## config.mk

```make
export PLATFORM = sky130hd
export DESIGN_NAME = queue_server
export DESIGN_NICKNAME = d
export VERILOG_FILES = /design/src/rtl/abqm_pkg.sv /design/src/rtl/teller_timer.sv /design/src/rtl/queue_server.sv
export SDC_FILE = /design/constraint.sdc
export NUM_CORES = 1
export LEC_CHECK = 0
export CAP_MARGIN = 15
export CORE_ASPECT_RATIO = 0.9
export CORE_MARGIN = 8
export CORE_UTILIZATION = 37
export DETAILED_ROUTE_END_ITERATION = 10
export DONT_BUFFER_PORTS = 1
export GPL_ROUTABILITY_DRIVEN = 0
export GPL_TIMING_DRIVEN = 1
export SYNTH_ARGS = -nofsm -noshare
export SYNTH_HDL_FRONTEND = slang
export SYNTH_SLANG_ARGS = --single-unit
export TNS_END_PERCENT = 10
```

## constraint.sdc

```tcl
create_clock -name clk -period 4.3 [get_ports clk]
set_input_delay 0.86 -clock clk [delete_from_list [all_inputs] [get_ports clk]]
set_output_delay 0.86 -clock clk [all_outputs]
set_load 0.05 [all_outputs]
```

## src/rtl/abqm_pkg.sv

```systemverilog
// Shared definitions for the bank queue manager: FSM encoding, queue count width
// and teller index width.
package abqm_pkg;

   typedef enum logic [1:0] {
      S_IDLE = 2'b00,
      S_HOLD = 2'b01
   } state_e;

   localparam int unsigned PCOUNT_W = 3;
   localparam logic [PCOUNT_W-1:0] PCOUNT_MAX = 3'b111;

   localparam int unsigned TELLER_IDX_W = 2;

endpackage

```

## src/rtl/teller_timer.sv

```systemverilog
// One teller desk: a service countdown loaded at call time; busy while nonzero.
module teller_timer #(
   parameter int unsigned SVC_W = 4
) (
   input  logic             clk,
   input  logic             reset,
   input  logic             load,
   input  logic [SVC_W-1:0] load_val,
   output logic             busy
);

   logic [SVC_W-1:0] timer_q, timer_d;

   always_comb begin
      timer_d = timer_q;
      if (load) begin
         timer_d = load_val;
      end else if (timer_q != '0) begin
         timer_d = timer_q - SVC_W'(1);
      end
   end

   always_ff @(posedge clk) begin
      if (reset) begin
         timer_q <= '0;
      end else begin
         timer_q <= timer_d;
      end
   end

   assign busy = (timer_q != '0);

endmodule

```

## src/rtl/queue_server.sv

```systemverilog
// Dequeue side of the bank queue manager: calls the next customer to the lowest free desk.
// Optional statistics outputs are enabled with QUEUE_SERVER_STATS_EN.
module queue_server
   import abqm_pkg::*;
#(
   parameter int unsigned N_TELLERS = 3,
   parameter int unsigned SVC_W     = 4
) (
   input  logic                    clk,
   input  logic                    reset,
   input  logic                    open,
   input  logic                    in,
   input  logic                    empty,
   input  logic [PCOUNT_W-1:0]     pcount,
   input  logic [SVC_W-1:0]        svc_time,
   output logic                    out,
   output logic                    call_valid,
   output logic [TELLER_IDX_W-1:0] call_teller,
   output logic [N_TELLERS-1:0]    busy,
`ifdef QUEUE_SERVER_STATS_EN
   output logic                    all_busy,
   output logic [7:0]              served_cnt,
   output logic [2:0]              peak_busy
`else
   output logic                    all_busy
`endif
);

   state_e                  state_q, state_d;
   logic                    out_q;
   logic [TELLER_IDX_W-1:0] call_teller_q;
   logic                    call;
   logic                    call_ok;
   logic                    free_found;
   logic [TELLER_IDX_W-1:0] pick;
   logic [SVC_W-1:0]        svc_eff;
   logic [N_TELLERS-1:0]    load;

   // A zero service time would leave the desk free; treat it as one cycle.
   assign svc_eff = (svc_time == '0) ? SVC_W'(1) : svc_time;

   always_comb begin
      free_found = 1'b0;
      pick       = '0;
      for (int i = 0; i < N_TELLERS; i++) begin
         if (!busy[i] && !free_found) begin
            free_found = 1'b1;
            pick       = TELLER_IDX_W'(i);
         end
      end
   end

   // An arrival on the same cycle would collide with out at the queue FSM.
   assign call_ok = open && !empty && (pcount != '0) && !in && free_found;

   always_comb begin
      state_d = state_q;
      call    = 1'b0;
      unique case (state_q)
         S_IDLE: begin
            if (call_ok) begin
               call    = 1'b1;
               state_d = S_HOLD;
            end
         end
         S_HOLD:  state_d = S_IDLE;
         default: state_d = S_IDLE;
      endcase
   end

   always_ff @(posedge clk) begin
      if (reset) begin
         state_q       <= S_IDLE;
         out_q         <= 1'b0;
         call_teller_q <= '0;
      end else begin
         state_q <= state_d;
         out_q   <= call;
         if (call) begin
            call_teller_q <= pick;
         end
      end
   end

   for (genvar g = 0; g < N_TELLERS; g++) begin : g_desk
      assign load[g] = call && (pick == TELLER_IDX_W'(g));

      teller_timer #(
         .SVC_W(SVC_W)
      ) u_timer (
         .clk     (clk),
         .reset   (reset),
         .load    (load[g]),
         .load_val(svc_eff),
         .busy    (busy[g])
      );
   end

   assign out         = out_q;
   assign call_valid  = out_q;
   assign call_teller = call_teller_q;
   assign all_busy    = &busy;

`ifdef QUEUE_SERVER_STATS_EN
   logic [7:0] served_q;
   logic [2:0] peak_q;
   logic [2:0] busy_cnt;

   always_comb begin
      busy_cnt = '0;
      for (int i = 0; i < N_TELLERS; i++) begin
         busy_cnt = busy_cnt + 3'(busy[i]);
      end
   end

   always_ff @(posedge clk) begin
      if (reset) begin
         served_q <= '0;
         peak_q   <= '0;
      end else begin
         if (call && (served_q != 8'hFF)) begin
            served_q <= served_q + 8'd1;
         end
         if (busy_cnt > peak_q) begin
            peak_q <= busy_cnt;
         end
      end
   end

   assign served_cnt = served_q;
   assign peak_busy  = peak_q;
`endif

endmodule
```

* Word level (Yosys, flattened, before mapping) *
Cells that the tools add are included.

word-level totals
  register bits after elaboration = 16
  output and inout port bits = 8
  input bits = 12
  logic and storage cells = 52

operators by class
  $add $sub $neg = 3
  bitwise operators = 1
  equality and inequality tests = 2
  reduce and logical (&&, ||, !) cells = 26
  multiplexer cells = 14

operators by type and width
  cell                   number
  $mux W4                7
  $reduce_bool A4 Y1     3
  $sub A4 B1 Y4 const B  3
  $logic_and A1 B1 Y1    9
  $mux W1                6
  $reduce_bool A2 Y1     3
  $logic_not A1 Y1       5
  $logic_not A2 Y1       2
  $logic_not A4 Y1       1
  $reduce_and A3 Y1      1
  $reduce_bool A3 Y1     1
  $eq A2 B1 Y1 const B   1
  $eq A2 B2 Y1 const B   1
  $mux W2                1
  $reduce_or A2 Y1       1
  $not A1 Y1             1

* Depth between registers and ports, before layout *
Gate-level depths: netlist of the first run.

  word-level depth = 12
  gate-level depth with buffers = 7
  gate-level depth less buffers = 7

* Modules after synthesis *
Synthesis of the first run repeated with hierarchy kept, for this count alone.

unflattened totals
  cells, all modules = 105
  area, all modules = 914.6 um2

by module, submodules not included
  module        times used  area each (um2)  sequential area each (um2)  cells an instance
  teller_timer  3           230.2            80.1                        26
  queue_server  1           224.0            80.1                        27

* Least setup slack after synthesis of the first run *
No wires, ideal clock.

  path kind = register to output
  start = register g_desk[1].u_timer.timer_q[0]
  end = output all_busy
  cell stages (with the launch flop) = 7
  setup slack = 1.779 ns
  arrival = 1.661 ns
  path buffers = 0
  path through = dfxtp_1 inv_1 ha_1 nor3b_4 inv_2 nand2_1 nor2_1

between the ends
  word-level cells in the longest chain between the ends = 2

ends and longest elaborated chain
  item                        RTL line             text
  start, declared             teller_timer.sv:12   logic [SVC_W-1:0] timer_q, timer_d;
  start signal, assigned      teller_timer.sv:27   timer_q <= timer_d;
  $reduce_bool A4 Y1          teller_timer.sv:31   assign busy = (timer_q != '0);
  net g_desk[1].u_timer.busy  teller_timer.sv:9    output logic busy
  $reduce_and A3 Y1           queue_server.sv:102  assign all_busy = &busy;
  end, declared               queue_server.sv:25   output logic all_busy

The timed path passes the listed nets, and every way through them passes these cells.

* Worst setup path in the final report of the first run *
  start = register g_desk[0].u_timer.timer_q[0]
  end = output all_busy

between the ends
  word-level cells in the longest chain between the ends = 2

ends and longest elaborated chain
  item                    RTL line             text
  start, declared         teller_timer.sv:12
  start signal, assigned  teller_timer.sv:27
  $reduce_bool A4 Y1      teller_timer.sv:31
  net busy[0]             queue_server.sv:19   output logic [N_TELLERS-1:0] busy,
  $reduce_and A3 Y1       queue_server.sv:102

The timed path passes the listed nets, and every way through them passes these cells.

==> flow_summary.yaml, run 1 <==
die:
  starting_utilization_of_the_core_area_pct: 38.4
  die_w_um: 68.7
  rows: 17
  dieHeight_um: 63.4
  floorplan.die_area_sq_mm: 0.00435
  design.portCount: 20
  placeableCoreArea_sq_mm: 0.00240
sta:
  slew-limit-headroom_pct: 32.4
  grt_setup_unrepaired: "false"
  finalSetupViolCount: 0
  fin_worst_skew_ns: 0.00321
  timing_worst_slew_pin_value_ns: 1.01
  achievable-frequency_mhz: 310
  fin_tns_setup_ns: 0
  period_share_pct: 75.0
  timing.final.hold_violations: 0
  period_needed_ns: 3.23
  report.final.slew_viol_count: 0
status:
  run_status: "complete, no violations"
pwr:
  power_density_mw_per_mm2: 890
  leakagePower_nw: 0.347
  design_power_total_uw: 836
  highest_ir_drop_seen_on_vdd_uv: 410
placed_design:
  dp.final_hpwl_mm: 1.56
  dp_cells: 126
  place.port_buffers: 0
  dpl_cell_area_sq_um: 916
setup_path:
  timing.critical_path.arrival_ns: 2.37
  cp_slowest_cell: "sky130_fd_sc_hd__nor2_1"
  crit_path_end_kind: "output port"
  reg2regPathDepth: 7
  timing.critical_path.slowest_cell_delay_ns: 0.80
  worst_r2r_startpoint: "g_desk[0].u_timer.timer_q[0]"
  critPathMaxFanout: 9
  largest_delay_share_family_worst_path: "simple AND/OR/NAND/NOR gates"
  startpoint_to_endpoint_class_of_the_critical_path: "register to output port"
  regToRegEndpoint: "state_q[0]"
  r2r_slack_ns: 1.96
  setup.worst_path.start: "g_desk[0].u_timer.timer_q[0]"
  crit_required_ns: 3.44
  critical_path_buf_inv_count: 2
  start_kind: "register"
  cp_cell_sequence: "inv_1 -> ha_1 -> nor3b_4 -> inv_2 -> nand2_1 -> nor2_1"
global_routing:
  globalRouteOverflowTotal: 0
  grt_start_max_net_pins: 17
  grt_pass1_vias: 683
  globalRouteTotalUtil_pct: 10.2
  grt_antenna_before_repair: 0
  wire_length_of_the_first_global_routing_pass_mm: 3.36
drt:
  drcViolationCount: 0
  routed_wire_length_per_instance_um: 15.3
  drtIter0Drc: 26
  remaining_antenna_violation_count: 0
  vias: 713
  vias_per_cell: 5.53
  dr.pass1.iters: 2
  routed_wirelength_mm: 1.97
finish:
  num_antenna_cells: 0
  finish.net_count: 121
  final_layout_size_suffix_gt1_share_pct: 11.9
  stdcell_count: 129
  syn2layout_area_growth_pct: 1.63
  postLayoutCoreUtil_pct: 39.0
  final_area_sq_um: 938
synth:
  synth_edf_count: 0
  synthArstFlopShare_pct: 0
  synth.cells.most_frequent: "sky130_fd_sc_hd__dfxtp_1, sky130_fd_sc_hd__a21oi_1, sky130_fd_sc_hd__inv_1, sky130_fd_sc_hd__nor2_1, sky130_fd_sc_hd__nor3_1"
  syn_area_per_cell_sq_um: 8.79
  synth-seq-area-share_pct: 34.7
  synthCells: 105
  synth.most_common_cell: "sky130_fd_sc_hd__dfxtp_1"
  ys_top_cells_by_area: "sky130_fd_sc_hd__dfxtp_1, sky130_fd_sc_hd__ha_1, sky130_fd_sc_hd__a21oi_1"
  synth.yosys.warnings: 0
  synth_nets: 123
  post_synth_num_cell_types: 33
  syn_area_sq_um: 923
  synth_top_flop_cell: "sky130_fd_sc_hd__dfxtp_1"
  cell_type_with_the_highest_aggregate_area_in_the_netlist: "sky130_fd_sc_hd__dfxtp_1"
  flip_flop_and_latch_count_after_synthesis: 16
  netlist.area_leader.share_pct: 34.7
clock_network:
  tritoncts.num_buffers: 3
  clock_tree.htree_level_count: 1
  worstSkewPairLatency_ns: 0.29
  cts_max_path_buffers: 2
  clkTransAtPathRegs_ns: 0.08
  clock_sink_count: 16
  cts_resized: 0
  cts_tree: "built"
  cts.root.buffer_cell: "sky130_fd_sc_hd__clkbuf_4"
  post_cts_buffers: 0
  hold_buffers: 0
worst_hold_path:
  min_delay_worst_endpoint: "g_desk[0].u_timer.timer_q[1]"
  timing.hold.worst.start: "g_desk[0].u_timer.timer_q[1]"
  worstHoldPathCells: 2
  min_path_type: "register to register"
run:
  cap_violations: 0
## worst max-delay path by stage
stage	endpoint	depth (start not counted)	slack (ns)
2_1_floorplan	all_busy	6	1.78
3_3_place_gp	all_busy	6	1.38
3_5_place_dp	all_busy	6	1.38
4_1_cts	all_busy	6	1.05
5_1_grt	all_busy	6	0.90
6_report	all_busy	6	1.07
## metal layers
layer | vias to the layer above | wire, um | part of all wire, % | global-route usage (%)
met5 | - | 0 | 0 | 0
met4 | 0 | 44 | 2.2 | 3.84
met3 | 6 | 202 | 10 | 5.65
met2 | 17 | 831 | 42 | 13.8
met1 | 326 | 893 | 45 | 12.9
li1 | 364 | - | - | -
## stage by stage
step                      setup WS (ns)  hold slack (ns)
final                              1.07            0.492
after global routing              0.901            0.511
after CTS                          1.05            0.491
after detailed placement           1.38            0.475
after global placement             1.38            0.478
after floorplan                    1.78            0.456
## sequential cells by signal, summed over array words and instances (netlist names)
| name | flops |
|---|---|
| call_valid | 1 |
| g_desk.u_timer.timer_q | 12 |
| call_teller | 2 |
| state_q | 1 |
## worst min-delay path: cells and delay by family (launching register included)
kind	cells	cell delay, ns
DFF	1	0.33
AOI/OAI and AO/OA	1	0.07
and+or+nand+nor	1	0.06
## cell usage in the layout, fill, tap and decap left out, types with 3 or more instances in the layout
master	n
sky130_fd_sc_hd__nor3_1	7
sky130_fd_sc_hd__inv_1	7
sky130_fd_sc_hd__ha_1	6
sky130_fd_sc_hd__nor2_1	7
sky130_fd_sc_hd__xnor2_1	3
sky130_fd_sc_hd__nand3_1	3
sky130_fd_sc_hd__o21ai_0	3
sky130_fd_sc_hd__a21oi_1	9
sky130_fd_sc_hd__a31oi_1	3
sky130_fd_sc_hd__nand2_1	5
sky130_fd_sc_hd__or3_1	3
sky130_fd_sc_hd__a211oi_1	5
sky130_fd_sc_hd__clkbuf_4	3
sky130_fd_sc_hd__dfxtp_1	16
## power breakdown
| part | switching, mW | leakage [nW] | internal, mW |
|---|---|---|---|
| sequential | 0.0575 | 0.132 | 0.200 |
| clock | 0.0438 | 0.0138 | 0.0326 |
| combinational | 0.332 | 0.201 | 0.169 |
| total | 0.434 | 0.347 | 0.402 |
## area by class of cell
cell class | count | area (sq um)
tap | 28 | 35.0
inverter | 9 | 33.8
fill | 260 | 1470
clock buffer | 3 | 22.5
sequential | 16 | 320
multi-input combinational | 73 | 527
## logic make-up (layout without fill, tap and decap cells)
kind of cell	count (synthesis)	in the layout	share of synthesized area [%]
AND/OR/NAND/NOR	36	36	26.2
AO/OA/AOI/OAI	25	25	16.9
flip-flops	16	16	34.7
buffers and inverters	16	12	8.27
adder cells (fa/ha/maj)	6	6	8.13
XOR/XNOR	5	5	4.74
multiplexers	1	1	1.08
Power figures use the tool's default switching activity.
==> inputs of run 2 (changes only) <==
==> constraint.sdc (replaced) <==
create_clock -name clk -period 3.1 [get_ports clk]
set_input_delay 0.62 -clock clk [delete_from_list [all_inputs] [get_ports clk]]
set_output_delay 0.62 -clock clk [all_outputs]
set_load 0.05 [all_outputs]
==> run 2 against run 1 <==
Combinational power grew 45%. First-iteration DRC count grew 130%. Die area is the same. Core utilization grew 1.2 points. Critical path type unchanged.
==> flow_summary.yaml, run 2 (same netlist as run 1, synthesis figures left out) <==
status:
  run_status: "complete, no violations"
drt:
  vias: 720
  remaining_antenna_violation_count: 0
  drcViolationCount: 0
  routed_wire_length_per_instance_um: 15.2
  dr.pass1.iters: 3
  routed_wirelength_mm: 2.01
  vias_per_cell: 5.45
  drtIter0Drc: 60
finish:
  final_area_sq_um: 967
  ff_latch_area_sq_um: 320
  finish.net_count: 123
  top_library_cells_by_usage_in_the_layout_fill_and_taps_aside: "sky130_fd_sc_hd__dfxtp_1, sky130_fd_sc_hd__a21oi_1, sky130_fd_sc_hd__inv_1, sky130_fd_sc_hd__nor2_1, sky130_fd_sc_hd__nor3_1"
  n_fill_cell: 254
  num_antenna_cells: 0
  largest-register: "g_desk.u_timer.timer_q"
  final_layout_size_suffix_gt1_share_pct: 14.4
  largest_register_ffs: 12
  layout.cells.most_common: "sky130_fd_sc_hd__dfxtp_1"
  multiInputGateArea_sq_um: 527
  syn2layout_area_growth_pct: 4.74
clock_network:
  clock_tree.htree_level_count: 1
  post_cts_buffers: 0
  cts.root.buffer_cell: "sky130_fd_sc_hd__clkbuf_4"
  clock_sink_count: 16
  worstSkewPairLatency_ns: 0.29
  clkTransAtPathRegs_ns: 0.10
  cts_resized: 0
  cts_tree: "built"
  cts_max_path_buffers: 2
  tritoncts.num_buffers: 3
  hold_buffers: 0
setup_path:
  critPathMaxFanout: 9
  crit_required_ns: 2.48
  r2r_slack_ns: 1.09
  start_kind: "register"
  crit_path_end_kind: "output port"
  worst_r2r_startpoint: "g_desk[0].u_timer.timer_q[0]"
  setup.worst_path.start: "g_desk[0].u_timer.timer_q[0]"
  startpoint_to_endpoint_class_of_the_critical_path: "register to output port"
  timing.critical_path.arrival_ns: 2.06
sta:
  finalSetupViolCount: 0
  report.final.slew_viol_count: 0
  hold_slack_ns: 0.379
  timing_worst_slew_pin_value_ns: 1.00
  timing.final.hold_violations: 0
  final_critical_path_setup_slack_ns: 0.422
  achievable-frequency_mhz: 373
  fin_tns_setup_ns: 0
  grt_setup_unrepaired: "false"
  slew-limit-headroom_pct: 32.9
  fin_worst_skew_ns: 0.00854
  period_needed_ns: 2.68
  period_share_pct: 86.4
pwr:
  leakagePower_nw: 0.364
  highest_ir_drop_seen_on_vdd_uv: 653
  design_power_total_mw: 1.23
  power_density_mw_per_mm2: 1270
die:
  floorplan.die_area_sq_mm: 0.00435
  placeableCoreArea_sq_mm: 0.00240
  starting_utilization_of_the_core_area_pct: 38.4
  rows: 17
  die_w_um: 68.7
  dieHeight_um: 63.4
  design.portCount: 20
placed_design:
  dp.final_hpwl_mm: 1.57
  dpl_cell_area_sq_um: 931
  dp_worst_setup_slack_ns: 0.731
  place.port_buffers: 0
global_routing:
  grt_pass1_vias: 663
  globalRouteOverflowTotal: 0
  grt_start_max_net_pins: 17
  wire_length_of_the_first_global_routing_pass_mm: 3.41
  grt_antenna_before_repair: 0
  globalRouteTotalUtil_pct: 10.3
run:
  cap_violations: 0
worst_hold_path:
  min_path_type: "input pin to register"
  timing.hold.worst.start: "reset"
[run 2: critical path: stages (launching register included)]
cell	delay, ns
sky130_fd_sc_hd__dfxtp_1	0.39
sky130_fd_sc_hd__inv_1	0.08
sky130_fd_sc_hd__ha_1	0.19
sky130_fd_sc_hd__nor3b_4	0.19
sky130_fd_sc_hd__inv_2	0.07
sky130_fd_sc_hd__nand2_1	0.09
sky130_fd_sc_hd__nor2_1	0.77
[run 2: through the flow]
stage	util (%)	cells
final	40.2	132
after global routing	40.2	132
after CTS	40.2	132
after detailed placement	38.7	128
after global placement	38.7	128
after floorplan	-	105
[run 2: area by class of cell]
class	instances	share of cell area (%)
inverters	9	3.49
flip-flops and latches	16	33.1
multi-input cells	73	54.5
repair buffers	2	1.55
clock buffers	4	3.75
well taps	28	3.62
[run 2: final timing paths]
path	cells past startpoint	endpoint
worst max-delay path	6	all_busy
worst min-delay path	1	g_desk[0].u_timer.timer_q[3]
worst max register to register	7	call_valid
worst min register to register	2	g_desk[0].u_timer.timer_q[1]
[run 2: per-layer routing]
layer	up-vias	routed length, um	global-route usage, %
met5	-	0	0
met4	0	25	2.81
met3	4	201	6.18
met2	15	860	14.1
met1	328	924	13.1
li1	373	-	-
[run 2: power by group]
| part | internal (mW) | leakage (nW) | switching, mW |
|---|---|---|---|
| Clock | 0.0716 | 0.0210 | 0.0679 |
| Sequential | 0.277 | 0.132 | 0.0815 |
| Combinational | 0.262 | 0.211 | 0.468 |
| Total | 0.611 | 0.364 | 0.617 |
==> RTL edit 1 (flow settings as in run 2) <==
`SVC_W` is set to 4 in 2 places; all go to 3.
--- a/src/rtl/teller_timer.sv
+++ b/src/rtl/teller_timer.sv
@@ -2,3 +2,3 @@
 module teller_timer #(
-   parameter int unsigned SVC_W = 4
+   parameter int unsigned SVC_W = 3
 ) (
--- a/src/rtl/queue_server.sv
+++ b/src/rtl/queue_server.sv
@@ -6,3 +6,3 @@
    parameter int unsigned N_TELLERS = 3,
-   parameter int unsigned SVC_W     = 4
+   parameter int unsigned SVC_W     = 3
 ) (
Ports: changed (resized svc_time); port bits go from 20 to 19. No check against the original RTL was run, so the function may have changed too.
==> RTL edit 1 against run 2 <==
Clock skew decreased by 7.8 ps; routed wire length decreased by 18%; final area decreased by 15%; synthesized area decreased by 16%; critical endpoint unchanged; total power decreased by 21%; critical path type unchanged; sequential cell count decreased by 3; setup slack improved by 120 ps; maximum frequency increased by 4.7%.
==> RTL edit 1: results (changes against run 2) <==
outcome:
  status: "finished, final reports clean"  # unchanged
final_layout:
  largest_reg_flops: 9  # was 12
  antennaDiodeCount: 0  # unchanged
  layoutNonFillerInstCount: 113  # was 132
  layout-drive-gt1-share: 0.1477  # was 0.1442
  regMostFlops: "g_desk.u_timer.timer_q"  # unchanged
clock_tree:
  clk_pin_slew_ps: 70  # was 100 ps
  clk_path_buf_depth: 2  # unchanged
  cts_buffers: 3  # unchanged
  clk_latency_ps: 280
  cts-root-buf: "clkbuf_4"  # unchanged
  postCtsSetupBuffers: 0  # unchanged
  h-tree-depth: 1  # unchanged
  cts-resized-gates: 0  # unchanged
critical_path:
  cpPeakStageDelay_ps: 360  # was 770 ps
  worst_ep_arrival_time_ps: 1940  # was 2060 ps
  cpMaxStageDelayCell: "dfxtp_1"  # was nor2_1
  critical_path.max_fanout: 7  # was 9
power:
  ir_drop_uv: 523.2  # was 653.4 µV
  power.leakage_nw: 0.3165  # was 0.3636 nW
drt:
  viasPerCell: 5.416  # was 5.455
  wl_um: 1643  # was 2011 µm
  drtIter0Drc: 15  # was 60
  drt_pass1_iterations: 4  # was 3
synth:
  ys_seq_area_frac: 0.3360  # was 0.3469
  syn_nets: 103  # was 123
  synth_top_area_share: 0.3360  # was 0.3469
  synth_top_cells_by_count: "dfxtp_1, inv_1, a21oi_1"  # was dfxtp_1, a21oi_1, inv_1, nor2_1, nor3_1
  synth.area.top_cells: "dfxtp_1, ha_1, nor4_4"  # was dfxtp_1, ha_1, a21oi_1
  ys_types: 29  # was 33
  synth_xor_area_frac: 0.02262  # was 0.04743
  synth-main-ff-cell: "dfxtp_1"  # unchanged
  synthMuxAreaShare: 0.02585  # was 0.01084
  synth-async-reset-ratio: 0  # unchanged
  synth_cells: 86  # was 105
  synth_compound_area_frac: 0.1987  # was 0.1694
  synth-warning-count: 0  # unchanged
  synth_fa_ha_area_frac: 0.09693  # was 0.08130
placement:
  place_ws_ps: 867.9  # was 730.9 ps
  place_area_um2: 794.5  # was 930.9 µm²
  dp_hpwl_um: 1262  # was 1565 µm
  port_buffers: 0  # unchanged
  dp_cells: 109  # was 128
sta:
  max_slew_margin: 0.3754  # was 0.3287
  setup_viol: 0  # unchanged
  fin_skew_ps: 0.7615  # was 8.540 ps
grt:
  grt_antenna_before_repair: 0  # unchanged
  grt_pass1_vias: 602  # was 663
  grt_pass1_wl_um: 2801  # was 3408 µm
  grtUsageTotal: 0.09470  # was 0.1030
  grt_max_degree: 14  # was 17
min_path:
  hold_path_class: "in2reg"  # unchanged
-- RTL edit 1: cells by family after synthesis --
group	Yosys count
xor+xnor	2
mux	2
flops	13
compound gates	22
simple gates	26
buf+inv	15
fa+ha+maj	6
-- RTL edit 1: area by class of cell --
class                           instances  area (µm²)
Timing Repair Buffer                    3       22.52
Clock buffer                            4       26.28
Sequential cell                        13       260.3
Inverter                               10       37.54
Multi-Input combinational cell         58       442.9
Tap cell                               25       31.28
Fill cell                             210        1131
-- RTL edit 1: worst paths after layout --
check	startpoint	to	slack (ps)	depth (start not counted)
setup / recovery	g_desk[0].u_timer.timer_q[0]	all_busy	540	8
hold / removal	reset	g_desk[2].u_timer.timer_q[1]	400	1
setup reg to reg	g_desk[1].u_timer.timer_q[0]	g_desk[1].u_timer.timer_q[0]	1230	8
hold reg to reg	g_desk[2].u_timer.timer_q[2]	g_desk[2].u_timer.timer_q[2]	470	1
-- RTL edit 1: layer usage --
metal	track usage	wire, µm	vias to the layer above
li1	-	-	301
met1	0.1000	700	284
met2	0.1416	688	22
met3	0.06805	226	5
met4	0.04037	29	0
met5	0	0	-
-- RTL edit 1: report_power, final --
part	total, mW	switching, mW	internal (mW)	leakage (nW)
Clock	0.104	0.0544	0.0500	0.0150
Sequential	0.275	0.0508	0.224	0.107
Combinational	0.595	0.398	0.197	0.194
Total	0.974	0.503	0.471	0.316
-- RTL edit 1: per-stage QoR --
stage               power (mW)  hold slack, ps
detailed placement      0.8676           466.2
floorplan               0.7976           441.0
global route             1.059           370.3
global placement        0.8556           445.2
finish                  0.9741           395.2
CTS                     0.9819           383.9
-- RTL edit 1: worst max-delay path: cells and delay by family, from the launching register on --
kind          cells  cell delay (ps)
simple gates      3              510
buf+inv           4              600
fa+ha+maj         1              190
flops             1              360
==> RTL edit 2 (config.mk and constraints of run 2) <==
Without the edit above. The option `QUEUE_SERVER_STATS_EN` is turned on by a define.
--- a/src/rtl/queue_server.sv
+++ b/src/rtl/queue_server.sv
@@ -2,2 +2,4 @@
 // Optional statistics outputs are enabled with QUEUE_SERVER_STATS_EN.
+`define QUEUE_SERVER_STATS_EN
+
 module queue_server
Formal check against the unedited RTL (old outputs only; new: peak_busy and served_cnt): equivalent (Yosys induction, for registers that start in step).
==> RTL edit 2 against run 2 <==
Critical path depth grew 4; total power grew 48%; global-route usage grew 2.3 points; sequential cell count grew 10; count of clock-buffer cells in the layout shrank 1; synthesized cell count grew 62%; routed wire length grew 79%; final area grew 62%; first-iteration DRC count is the same; clock skew shrank 4.4 ps; synthesized area grew 57%; setup slack lost 73 ps; highest routed layer unchanged.
==> RTL edit 2: results (changes against run 2) <==
critical_path:
  critical_path.max_fanout: 6  # was 9
  cpMaxStageDelayCell: "fa_1"  # was nor2_1
  worst_ep_arrival_time_ps: 2930  # was 2060 ps
  worstRegToRegCells: 10  # was 7
  ff2ff_setup_slack_ps: 350  # was 1090 ps
  cpPeakStageDelay_ps: 460  # was 770 ps
  crit_type: "reg2reg"  # was reg2out
min_path:
  min_to: "g_desk[2].u_timer.timer_q[3]"  # was g_desk[0].u_timer.timer_q[3]
synth:
  synth.area.top_cells: "dfxtp_1, a21oi_1, ha_1"  # was dfxtp_1, ha_1, a21oi_1
  ys_types: 42  # was 33
  synth_top_cells_by_count: "dfxtp_1, a21oi_1, inv_1, nand2_1, nor2_1"  # was dfxtp_1, a21oi_1, inv_1, nor2_1, nor3_1
final_layout:
  nFillCells: 374  # was 254
power:
  internal-power_mw: 0.9797  # was 0.6106 mW
  power.leakage_nw: 0.5588  # was 0.3636 nW
drt:
  viasPerCell: 5.832  # was 5.455
  drt_pass1_iterations: 4  # was 3
  wl_um: 3596  # was 2011 µm
clock_tree:
  clk_latency_ps: 270  # was 290 ps
placement:
  dp_hpwl_um: 2616  # was 1565 µm
  place_ws_ps: 368.0  # was 730.9 ps
  place_area_um2: 1493  # was 930.9 µm²
outcome:
  status: "finished, final reports clean"  # unchanged
sta:
  hold_slack_ps: 401.3  # was 379.2 ps
grt:
  grtUsageTotal: 0.1256  # was 0.1030
  grt_pass1_vias: 1258  # was 663
-- RTL edit 2: changes by cell type in the layout (fill, tap and decap cells not counted), sizes merged, moves of 4 or more --
cell          run 2  this run
buf               2         6
nand2             5        12
a21oi             9        21
nor2              8        12
or4               0         4
dfxtp            16        26
-- RTL edit 2: final cells by class --
cell class,count,area [µm²],share of cell area
Inverter,13,48.80,0.03120
Clock buffer,3,41.29,0.02640
Sequential cell,26,520.5,0.3328
Multi-Input combinational cell,119,820.8,0.5248
Clock inverter,1,30.03,0.01920
Timing Repair Buffer,6,45.04,0.02880
Tap cell,46,57.56,0.03680
-- RTL edit 2: layer usage --
| layer | global-route usage | vias to the layer above | routed length (µm) |
|---|---|---|---|
| li1 | - | 605 | - |
| met1 | 0.1564 | 622 | 1635 |
| met2 | 0.2014 | 17 | 1759 |
| met3 | 0.03066 | 4 | 148 |
| met4 | 0.05447 | 0 | 53 |
| met5 | 0 | - | 0 |
-- RTL edit 2: logic make-up after synthesis --
logic type | Yosys count | synth area share
mux | 4 | 0.02763
buf+inv | 25 | 0.07944
flops | 26 | 0.3592
xor+xnor | 4 | 0.02418
simple gates | 61 | 0.2608
other cells | 1 | 0.002588
fa+ha+maj | 7 | 0.06563
compound gates | 42 | 0.1805
-- RTL edit 2: power by group through the flow --
stage	combinational [mW]	clock [mW]	sequential, mW
detailed placement	1.00	0	0.538
global route	1.13	0.309	0.542
CTS	1.01	0.295	0.530
global placement	0.949	0	0.533
floorplan	0.833	0	0.518
finish	1.00	0.287	0.529
